$ cat src/rtl/ram_rr_scheduler_pkg.sv
// State encoding and index helpers shared by the RAM round-robin scheduler and its picker.
package ram_sched_pkg;

    localparam logic [0:0] ST_INIT = 1'b0;
    localparam logic [0:0] ST_RUN  = 1'b1;

    // Index width for n clients, never below one bit.
    function automatic int unsigned idx_width(input int unsigned n);
        int unsigned w;
        w = 1;
        while ((32'd1 << w) < n) begin
            w++;
        end
        return w;
    endfunction

    function automatic int unsigned rr_next(input int unsigned idx, input int unsigned n);
        return (idx + 1) % n;
    endfunction

endpackage

$ cat src/rtl/ram_rr_scheduler_if.sv
// Client-side request/ack/read-return bundle of the RAM round-robin scheduler.
interface ram_rr_scheduler_if #(
    parameter int unsigned G_ADDR_WIDTH  = 4,
    parameter int unsigned G_DATA_WIDTH  = 8,
    parameter int unsigned G_NUM_CLIENTS = 4
);
    logic [G_NUM_CLIENTS-1:0]              req;
    logic [G_NUM_CLIENTS-1:0]              rd_not_write;
    logic [G_NUM_CLIENTS*G_ADDR_WIDTH-1:0] addr;
    logic [G_NUM_CLIENTS*G_DATA_WIDTH-1:0] wrdata;
    logic [G_NUM_CLIENTS-1:0]              ack;
    logic [G_NUM_CLIENTS-1:0]              rddata_valid_c;
    logic [G_DATA_WIDTH-1:0]               rddata_c;

    modport master (
        output req, rd_not_write, addr, wrdata,
        input  ack, rddata_valid_c, rddata_c
    );

    modport slave (
        input  req, rd_not_write, addr, wrdata,
        output ack, rddata_valid_c, rddata_c
    );
endinterface

$ cat src/rtl/ram_rr_scheduler_rr_pick.sv
// Combinational masked round-robin picker: first eligible request at or above the pointer, modulo N.
module rr_pick
    import ram_sched_pkg::*;
#(
    parameter int unsigned N  = 4,
    parameter int unsigned IW = idx_width(N)
) (
    input  logic [N-1:0]  req_i,
    input  logic [N-1:0]  mask_i,
    input  logic [IW-1:0] ptr_i,
    output logic [IW-1:0] win_idx_c_o,
    output logic          win_vld_c_o
);
    logic [N-1:0]  eligible;
    logic [IW-1:0] cand;

    assign eligible = req_i & ~mask_i;

    always_comb begin
        win_idx_c_o = '0;
        win_vld_c_o = 1'b0;
        cand        = '0;
        for (int unsigned k = 0; k < N; k++) begin
            cand = IW'((32'(ptr_i) + k) % N);
            if (!win_vld_c_o && eligible[cand]) begin
                win_idx_c_o = cand;
                win_vld_c_o = 1'b1;
            end
        end
    end
endmodule

$ cat src/rtl/ram_rr_scheduler.sv
// Round-robin scheduler sharing one RAM read/write port pair among N clients.
// Define ARB_RAM_INIT_EN to zero-fill the RAM after reset before requests are accepted.
module ram_rr_scheduler
    import ram_sched_pkg::*;
#(
    parameter int unsigned G_ADDR_WIDTH  = 4,
    parameter int unsigned G_DATA_WIDTH  = 8,
    parameter int unsigned G_NUM_CLIENTS = 4,
    parameter int unsigned G_RD_LATENCY  = 1
) (
    input  logic                    clock_i,
    input  logic                    rst_i,
    output logic                    rst_done_o,
    ram_rr_scheduler_if.slave       cli_if,
    output logic                    rd_en_o,
    output logic                    wr_en_o,
    output logic [G_ADDR_WIDTH-1:0] rd_addr_o,
    output logic [G_ADDR_WIDTH-1:0] wr_addr_o,
    output logic [G_DATA_WIDTH-1:0] wr_data_o,
    input  logic [G_DATA_WIDTH-1:0] rd_data_i
);
    localparam int unsigned AW  = G_ADDR_WIDTH;
    localparam int unsigned DW  = G_DATA_WIDTH;
    localparam int unsigned N   = G_NUM_CLIENTS;
    localparam int unsigned LAT = G_RD_LATENCY;
    localparam int unsigned IW  = idx_width(N);

    logic [0:0]    state_q,   state_d;
    logic [IW-1:0] ptr_q,     ptr_d;
    logic [N-1:0]  ack_q,     ack_d;
    logic          rd_en_q,   rd_en_d;
    logic          wr_en_q,   wr_en_d;
    logic [AW-1:0] rd_addr_q, rd_addr_d;
    logic [AW-1:0] wr_addr_q, wr_addr_d;
    logic [DW-1:0] wr_data_q, wr_data_d;
    logic [IW-1:0] rd_idx_q,  rd_idx_d;
`ifdef ARB_RAM_INIT_EN
    logic [AW:0]   init_cnt_q, init_cnt_d;
`endif

    logic          tag_vld_q [LAT];
    logic [IW-1:0] tag_idx_q [LAT];

    logic [AW-1:0] cl_addr  [N];
    logic [DW-1:0] cl_wdata [N];
    logic [IW-1:0] win_idx;
    logic          win_vld;

    for (genvar g = 0; g < N; g++) begin : g_unpack
        assign cl_addr[g]  = cli_if.addr[g*AW +: AW];
        assign cl_wdata[g] = cli_if.wrdata[g*DW +: DW];
    end

    // The client acked this cycle is masked so its still-high request is not re-granted.
    rr_pick #(.N(N), .IW(IW)) u_pick (
        .req_i       (cli_if.req),
        .mask_i      (ack_q),
        .ptr_i       (ptr_q),
        .win_idx_c_o (win_idx),
        .win_vld_c_o (win_vld)
    );

    always_comb begin
        state_d   = state_q;
        ptr_d     = ptr_q;
        ack_d     = '0;
        rd_en_d   = 1'b0;
        wr_en_d   = 1'b0;
        rd_addr_d = rd_addr_q;
        wr_addr_d = wr_addr_q;
        wr_data_d = wr_data_q;
        rd_idx_d  = rd_idx_q;
`ifdef ARB_RAM_INIT_EN
        init_cnt_d = init_cnt_q;
`endif
        case (state_q)
            ST_INIT: begin
`ifdef ARB_RAM_INIT_EN
                // Counter MSB set means every address has been written.
                if (init_cnt_q[AW]) begin
                    state_d = ST_RUN;
                end else begin
                    wr_en_d    = 1'b1;
                    wr_addr_d  = init_cnt_q[AW-1:0];
                    wr_data_d  = '0;
                    init_cnt_d = init_cnt_q + (AW+1)'(1);
                end
`else
                state_d = ST_RUN;
`endif
            end
            ST_RUN: begin
                if (win_vld) begin
                    ack_d = N'(1) << win_idx;
                    ptr_d = IW'(rr_next(32'(win_idx), N));
                    if (cli_if.rd_not_write[win_idx]) begin
                        rd_en_d   = 1'b1;
                        rd_addr_d = cl_addr[win_idx];
                        rd_idx_d  = win_idx;
                    end else begin
                        wr_en_d   = 1'b1;
                        wr_addr_d = cl_addr[win_idx];
                        wr_data_d = cl_wdata[win_idx];
                    end
                end
            end
        endcase
    end

    always_ff @(posedge clock_i) begin
        if (rst_i) begin
            state_q   <= ST_INIT;
            ptr_q     <= '0;
            ack_q     <= '0;
            rd_en_q   <= 1'b0;
            wr_en_q   <= 1'b0;
            rd_addr_q <= '0;
            wr_addr_q <= '0;
            wr_data_q <= '0;
            rd_idx_q  <= '0;
`ifdef ARB_RAM_INIT_EN
            init_cnt_q <= '0;
`endif
        end else begin
            state_q   <= state_d;
            ptr_q     <= ptr_d;
            ack_q     <= ack_d;
            rd_en_q   <= rd_en_d;
            wr_en_q   <= wr_en_d;
            rd_addr_q <= rd_addr_d;
            wr_addr_q <= wr_addr_d;
            wr_data_q <= wr_data_d;
            rd_idx_q  <= rd_idx_d;
`ifdef ARB_RAM_INIT_EN
            init_cnt_q <= init_cnt_d;
`endif
        end
    end

    // Tag enters one cycle after RD_EN so it emerges exactly when RD_DATA is valid.
    always_ff @(posedge clock_i) begin
        if (rst_i) begin
            for (int unsigned k = 0; k < LAT; k++) begin
                tag_vld_q[k] <= 1'b0;
                tag_idx_q[k] <= '0;
            end
        end else begin
            tag_vld_q[0] <= rd_en_q;
            tag_idx_q[0] <= rd_idx_q;
            for (int unsigned k = 1; k < LAT; k++) begin
                tag_vld_q[k] <= tag_vld_q[k-1];
                tag_idx_q[k] <= tag_idx_q[k-1];
            end
        end
    end

    assign rst_done_o            = (state_q == ST_RUN);
    assign rd_en_o               = rd_en_q;
    assign wr_en_o               = wr_en_q;
    assign rd_addr_o             = rd_addr_q;
    assign wr_addr_o             = wr_addr_q;
    assign wr_data_o             = wr_data_q;
    assign cli_if.ack            = ack_q;
    assign cli_if.rddata_valid_c = tag_vld_q[LAT-1] ? (N'(1) << tag_idx_q[LAT-1]) : '0;
    assign cli_if.rddata_c       = rd_data_i;
endmodule

$ cat src/flat_wrapper.sv
// flat-port wrapper written by rule: the top's interface ports become plain ports
module ram_rr_scheduler_flat import ram_sched_pkg::*;
#(
    parameter int unsigned G_ADDR_WIDTH  = 4,
    parameter int unsigned G_DATA_WIDTH  = 8,
    parameter int unsigned G_NUM_CLIENTS = 4,
    parameter int unsigned G_RD_LATENCY  = 1
)
  (clock_i, rst_i, rst_done_o, rd_en_o, wr_en_o, rd_addr_o, wr_addr_o, wr_data_o, rd_data_i, cli_if_req, cli_if_rd_not_write, cli_if_addr, cli_if_wrdata, cli_if_ack, cli_if_rddata_valid_c, cli_if_rddata_c);
  ram_rr_scheduler_if #(.G_ADDR_WIDTH(G_ADDR_WIDTH), .G_DATA_WIDTH(G_DATA_WIDTH), .G_NUM_CLIENTS(G_NUM_CLIENTS)) cli_if_i ();
  input  logic clock_i;
  input  logic rst_i;
  output logic rst_done_o;
  output logic rd_en_o;
  output logic wr_en_o;
  output logic [G_ADDR_WIDTH-1:0] rd_addr_o;
  output logic [G_ADDR_WIDTH-1:0] wr_addr_o;
  output logic [G_DATA_WIDTH-1:0] wr_data_o;
  input  logic [G_DATA_WIDTH-1:0] rd_data_i;
  input wire logic [$bits(cli_if_i.req)-1:0] cli_if_req;
  input wire logic [$bits(cli_if_i.rd_not_write)-1:0] cli_if_rd_not_write;
  input wire logic [$bits(cli_if_i.addr)-1:0] cli_if_addr;
  input wire logic [$bits(cli_if_i.wrdata)-1:0] cli_if_wrdata;
  output wire logic [$bits(cli_if_i.ack)-1:0] cli_if_ack;
  output wire logic [$bits(cli_if_i.rddata_valid_c)-1:0] cli_if_rddata_valid_c;
  output wire logic [$bits(cli_if_i.rddata_c)-1:0] cli_if_rddata_c;
  assign cli_if_i.req = cli_if_req;
  assign cli_if_i.rd_not_write = cli_if_rd_not_write;
  assign cli_if_i.addr = cli_if_addr;
  assign cli_if_i.wrdata = cli_if_wrdata;
  assign cli_if_ack = cli_if_i.ack;
  assign cli_if_rddata_valid_c = cli_if_i.rddata_valid_c;
  assign cli_if_rddata_c = cli_if_i.rddata_c;
  ram_rr_scheduler #(.G_ADDR_WIDTH(G_ADDR_WIDTH), .G_DATA_WIDTH(G_DATA_WIDTH), .G_NUM_CLIENTS(G_NUM_CLIENTS), .G_RD_LATENCY(G_RD_LATENCY)) u_core (.clock_i(clock_i), .rst_i(rst_i), .rst_done_o(rst_done_o), .cli_if(cli_if_i), .rd_en_o(rd_en_o), .wr_en_o(wr_en_o), .rd_addr_o(rd_addr_o), .wr_addr_o(wr_addr_o), .wr_data_o(wr_data_o), .rd_data_i(rd_data_i));
endmodule
$ cat config.mk
export PLATFORM = sky130hd
export DESIGN_NAME = ram_rr_scheduler_flat
export DESIGN_NICKNAME = d
export VERILOG_FILES = /design/src/rtl/ram_rr_scheduler_pkg.sv /design/src/rtl/ram_rr_scheduler_if.sv /design/src/rtl/ram_rr_scheduler_rr_pick.sv /design/src/rtl/ram_rr_scheduler.sv /design/src/flat_wrapper.sv
export SDC_FILE = /design/constraint.sdc
export NUM_CORES = 1
export LEC_CHECK = 0
export ABC_AREA = 1
export CAP_MARGIN = 5
export CORE_AREA = 2 2 72 87
export DETAILED_ROUTE_END_ITERATION = 6
export DIE_AREA = 0 0 74 89
export GPL_TIMING_DRIVEN = 1
export PLACE_DENSITY = 0.84
export SETUP_SLACK_MARGIN = 0.15
export SYNTH_ARGS = -nofsm -noshare
export SYNTH_HDL_FRONTEND = slang
export SYNTH_SLANG_ARGS = --single-unit
$ cat constraint.sdc
create_clock -name clock_i -period 1.8 [get_ports clock_i]
set_input_delay 0.36 -clock clock_i [delete_from_list [all_inputs] [get_ports clock_i]]
set_output_delay 0.36 -clock clock_i [all_outputs]
set_load 0.005 [all_outputs]
# --- Yosys cells after proc, flatten, opt, wreduce, memory -nomap -nowiden ---
# Memories as Yosys holds them, arrays and structs flattened.
# Cells that the tools add are included.
totals:
  register_bits: 27
  ram_bits: 3
  input_bits: 66
  out_inout_bits: 35
  word_cells: 75
  mem_count: 2
memory_table:
  columns: ["name", "depth", "word_bits", "rd", "rd_clocked_by_memory_dff", "write_ports", "line", "source"]
  rows:
  - ["u_core.tag_idx_q", 1, 2, 1, 0, 1, "ram_rr_scheduler.sv:42", "logic [IW-1:0] tag_idx_q [LAT];"]
  - ["u_core.tag_vld_q", 1, 1, 1, 0, 1, "ram_rr_scheduler.sv:41", "logic tag_vld_q [LAT];"]
op_classes:
  add_sub_neg: 4
  magnitude_cmp: 6
  shift: 2
  mux: 34
  bitwise: 6
  reduce_logical: 12
ops:
  columns: ["op", "count"]
  rows:
  - ["2-to-1 mux 1 bit", 17]
  - ["binary-select mux 8 bit (select 2 bit)", 1]
  - ["2-to-1 mux 8 bit", 2]
  - ["< comparator 2 x 3 -> 1 bit, second input constant", 5]
  - ["2-to-1 mux 4 bit", 3]
  - ["binary-select mux 1 bit (select 2 bit)", 5]
  - ["2-to-1 mux 2 bit", 5]
  - ["binary-select mux 4 bit (select 2 bit)", 1]
  - ["left shift 1 x 2 -> 4 bit, first input constant", 2]
  - ["AND reduction 3 bit", 2]
  - ["adder 2 x 1 -> 2 bit, second input constant", 2]
  - ["adder 2 bit, second input constant", 2]
  - ["AND 4 bit", 1]
  - ["inverter 4 bit", 1]
  - [">= comparator 3 bit, second input constant", 1]
  - ["logical AND 1 bit", 3]
  - ["zero test 1 bit", 3]
  - ["inverter 1 bit", 3]
  - ["inverter 2 -> 3 bit", 1]
  - ["OR reduction 3 bit", 1]
  - ["AND reduction 2 bit", 1]
  - ["OR reduction 2 bit", 1]
  - ["OR reduction 1 bit", 1]

# --- Longest topological paths before layout ---
depth:
  word_depth: 18
  ltp_mapped: 18
  ltp_nobuf: 17

# --- Modules after synthesis ---
# From an unflattened synthesis, not the netlist that was laid out.
unflattened:
  cells_unflattened: 313
  hier_area_um2: 1923.1
by_module_without_submodules:
  columns: ["mod", "instances", "cells_each", "area_per_inst_um2", "seq_area_each_um2"]
  rows:
  - ["ram_rr_scheduler", 1, 253, 1604.0, 600.6]
  - ["rr_pick", 1, 60, 319.1, 0.0]

# --- Worst setup path after synthesis ---
# OpenSTA, ideal clock, no wires.
synth_path:
  path_kind: "reg2reg"
  from: "reg u_core.ptr_q[0]"
  to: "reg u_core.wr_data_q[6], in the netlist u_core.wr_data_o[6]"
  setup_ps: 113
  arrival_ps: 1704
  t_required_ps: 1687
  path_slack_ps: -16
  path_stages_with_launch: 19
  n_path_buf: 3
  period_less_slack_ps: 1816
  cell_sequence: "dfxtp_1 buf_6 inv_8 nand2_2 nand2_2 nand3_2 nand2_2 nand2_2 nand2_1 nand2_2 nand3_2 buf_6 buf_4 nor2_1 nor2_1 o21ai_0 nand2_1 nor2_1 nor2_1"
synth_via:
  elab_chain_len: 16
  elab_cells_between_ends: 33
  classes_between: "add/sub (3); mux (21); bitwise (2); reduce/logical (7)"
synth_rtl:
  columns: ["element", "line", "source"]
  rows:
  - ["start: declaration", "ram_rr_scheduler.sv:29", "logic [IW-1:0] ptr_q, ptr_d;"]
  - ["start signal: assignment", "ram_rr_scheduler.sv:126", "ptr_q <= ptr_d;"]
  - ["parallel branches: the longest is 16 deep, another holds adder 2 x 1 -> 2 bit", null, null]
  - ["end signal: assignment", "ram_rr_scheduler.sv:132", "wr_data_q <= wr_data_d;"]
  - ["end: declaration", "ram_rr_scheduler.sv:35", "logic [DW-1:0] wr_data_q, wr_data_d;"]
# Parallel ways; which one is timed is not known. The select of a mux whose other input is x is not followed.
# A chain may end at the register's enable or synchronous reset.

# --- Worst setup path in the final report ---
layout_path:
  from: "reg u_core.ptr_q[0]"
  to: "reg u_core.wr_data_q[4], in the netlist u_core.wr_data_o[4]"
# Same word-level chain as after synthesis.

==> impl_metrics.tcl <==
set metrics [dict create \
    status "finished with violations" \
    violations "setup timing" \
    viasPerCell 4.829 \
    startpoint "u_core.ptr_q[0]" \
    syn_area_mm2 0.002053 \
    slew-limit-headroom 0.8258 \
    reg2reg_from "u_core.ptr_q[0]" \
    path_max_fanout 8 \
    fmax_mhz 450.3 \
    core_area_mm2 0.005668 \
    grtUsageMet3 0.06201 \
    maxSlewViolCount 0 \
    clk_latency_ps 290 \
    cts_tree "yes" \
    grt_busiest_layer "met2" \
    htree_levels 2 \
    final_antenna_net_count 0 \
    multi_input_area_mm2 0.001455 \
    rows 30 \
    wl_um 7382 \
    cp_cell_sequence "buf_12 -> inv_12 -> nand3_2 -> nand2_2 -> nand2_1 -> nand2_2 -> nand2_4 -> nand2_2 -> nand2_4 -> nand3_4 -> buf_8 -> nor2_1 -> nor2_1 -> o21ai_1 -> nand2_1 -> nor2_1 -> nor2_1" \
    die-area_mm2 0.006586 \
    synth_seq_cells 30 \
    wl_per_cell_um 13.90 \
    drt_iter0_drc 134 \
    cts-buffers-inserted 5 \
    rr_endpoint "u_core.wr_data_o[4]" \
    syn_to_final_growth_pct 80.93 \
    reg2reg_slack_ps -420 \
    power_density_mw_per_mm2 1993 \
    min_path_cells 2 \
    path_class "flop to flop" \
    io_buffers 84 \
    grt.total_usage 0.2095 \
    rsz0062_at_grt "yes" \
    dr.pass1.iters 4 \
    crit_arrival_ps 2400 \
    worst_setup_path_start_kind "flop" \
    cp_slowest_cell "dfxtp_2" \
    met2_usage 0.3945 \
    fin_cells 531 \
    drv_cap 0 \
    synth_nets 405 \
    p_leak_nw 1.757 \
    start_util 0.3623 \
    finalClockSkew_ps 5.552 \
    ir_drop_mv 0.9636 \
    vias 2564 \
    grt_pass1_wl_um 10700 \
    grt-ovfl-total 0 \
    num_antenna_cells 0 \
    fin_nets 516 \
    grt_pass1_vias 2414 \
    syn_inst 339 \
    crit_buf_inv 3 \
    cts_sinks 30 \
    setup-violations-final 26 \
    min_period_ps 2221 \
    cp-end-kind "flop" \
    synth_top_area_share 0.2925 \
    synth_top_area_cell "dfxtp_1" \
    ff_latch_area_um2 603.1 \
    placed_cells_incl_taps 508 \
    grt_max_degree 22 \
    fillers 475 \
    r2r_cells 17 \
    fin_crit_sh 1.234 \
    hold_buffers 0 \
    critPathTopFamily "simple AND/OR/NAND/NOR gates" \
    synth_area_leaders "dfxtp_1 29%, nand2_1 19%, inv_1 9.7%" \
    clk_pin_slew_ps 60 \
    hold_end "u_core.tag_vld_q[0]" \
    place_congestion 0.8514 \
    yosys.cell_types.count 21 \
    seq_area_frac_synth 0.2925 \
    hold_viol_final 0 \
    min_path_type "flop to flop" \
    clk_path_buf_depth 2 \
    slowest_delay_ps 350 \
    crit_top_cell "nor2_1" \
    synth_area_per_cell_um2 6.057 \
    synth_warnings 0 \
    finalWorstSetupSlack_ps -421.0 \
    grtUsageMet1 0.2143 \
    fin_tns_setup_ps -5021 \
    min_from "u_core.rd_en_o" \
    antenna_found_initial 0 \
    cts_root_buf "clkbuf_8" \
    route.detailed.drc 0 \
    hpwl_um 4512 \
    die_x_um 74 \
    dieHeight_um 89 \
    pin_count 101 \
    layout-drive-gt1-share 0.2727 \
    max_slew.worst_pin.slew_ps 258.6 \
    critPathRequiredTime_ps 1980 \
]
==> final cells by class <==
cell class	instances	share of cell area
Timing Repair Buffer	121	0.3314
Clock inverter	1	0.001347
Inverter	55	0.06298
Sequential cell	30	0.1623
Tap cell	80	0.02695
Clock buffer	7	0.02324
Multi-Input combinational cell	237	0.3917
==> per-layer routing <==
layer	up-vias	share of wire
met5	-	0
met1	1174	0.37
li1	1263	-
met4	0	0.029
met2	102	0.53
met3	25	0.063
==> registers in the layout (all words and copies together), names as in the netlist <==
register,cells
u_core.tag_idx_q,2
u_core.rst_done_o,1
u_core.rd_en_o,1
u_core.rd_addr_o,4
u_core.wr_en_o,1
u_core.tag_vld_q,1
u_core.cli_if.ack,4
u_core.wr_data_o,8
u_core.rd_idx_q,2
u_core.ptr_q,2
u_core.wr_addr_o,4
==> placed cells by master (no fill, tap or decap), types with 10 or more instances in the layout <==
master and instances:
inv_1 48, o21ai_1 14, nor2_1 46, clkdlybuf4s50_1 76
nand2_2 23, nand2_1 77, buf_4 18, nand3_2 10
buf_6 12, dfxtp_1 28, nand3_4 14, nand2_4 11
==> how the worst max path moves through the flow <==
stage	endpoint	slack [ps]	cells after the start
CTS	u_core.wr_data_o[6]	-140	16
detailed placement	u_core.wr_data_o[6]	-630	14
finish	u_core.wr_data_o[4]	-420	17
global placement	u_core.wr_data_o[7]	-540	14
global route	u_core.wr_data_o[4]	-540	17
floorplan	u_core.wr_data_o[6]	-0.07	16
==> logic make-up after synthesis <==
group           synth area share
flops                     0.2925
compound gates           0.07922
buf+inv                   0.1846
simple gates              0.4436
==> tightest hold or removal path, stage by stage, from the launching register on <==
cell and delay (ps):
dfxtp_1 310, inv_1 50, nor2_1 30
==> repair_timing <==
action	4_1_cts	5_1_grt
pin swaps	21	31
endpoints found under the setup margin	30	26
resized for setup	59	54
setup buffers	4	3
gates cloned	3	5
==> stage by stage <==
stage	worst slack (ps)	power (mW)	hold WS (ps)	area (um^2)	util
5_1_grt	-541.9	7.928	464.4	3715	0.6554
6_report	-421.0	7.405	430.7	3715	0.6554
2_1_floorplan	-0.06917	3.662	408.8	2090	-
3_5_place_dp	-634.6	4.853	420.5	3072	0.5419
3_3_place_gp	-541.7	4.767	410.9	3072	0.5419
4_1_cts	-135.7	6.186	435.6	3416	0.6026
==> Yosys cell counts, drive strengths merged <==
master  instances
nand3          26
dfxtp          30
o211ai          8
buf            21
o21ai          18
inv            55
nand4           7
nand2         113
nor3            6
a31oi           2
nor2           53
==> power breakdown <==
| part | switching [mW] | internal [mW] | total (mW) |
|---|---|---|---|
| combinational | 3.30 | 2.58 | 5.88 |
| clock | 0.254 | 0.308 | 0.562 |
| sequential | 0.101 | 0.866 | 0.967 |
Power figures use the tool's default switching activity.
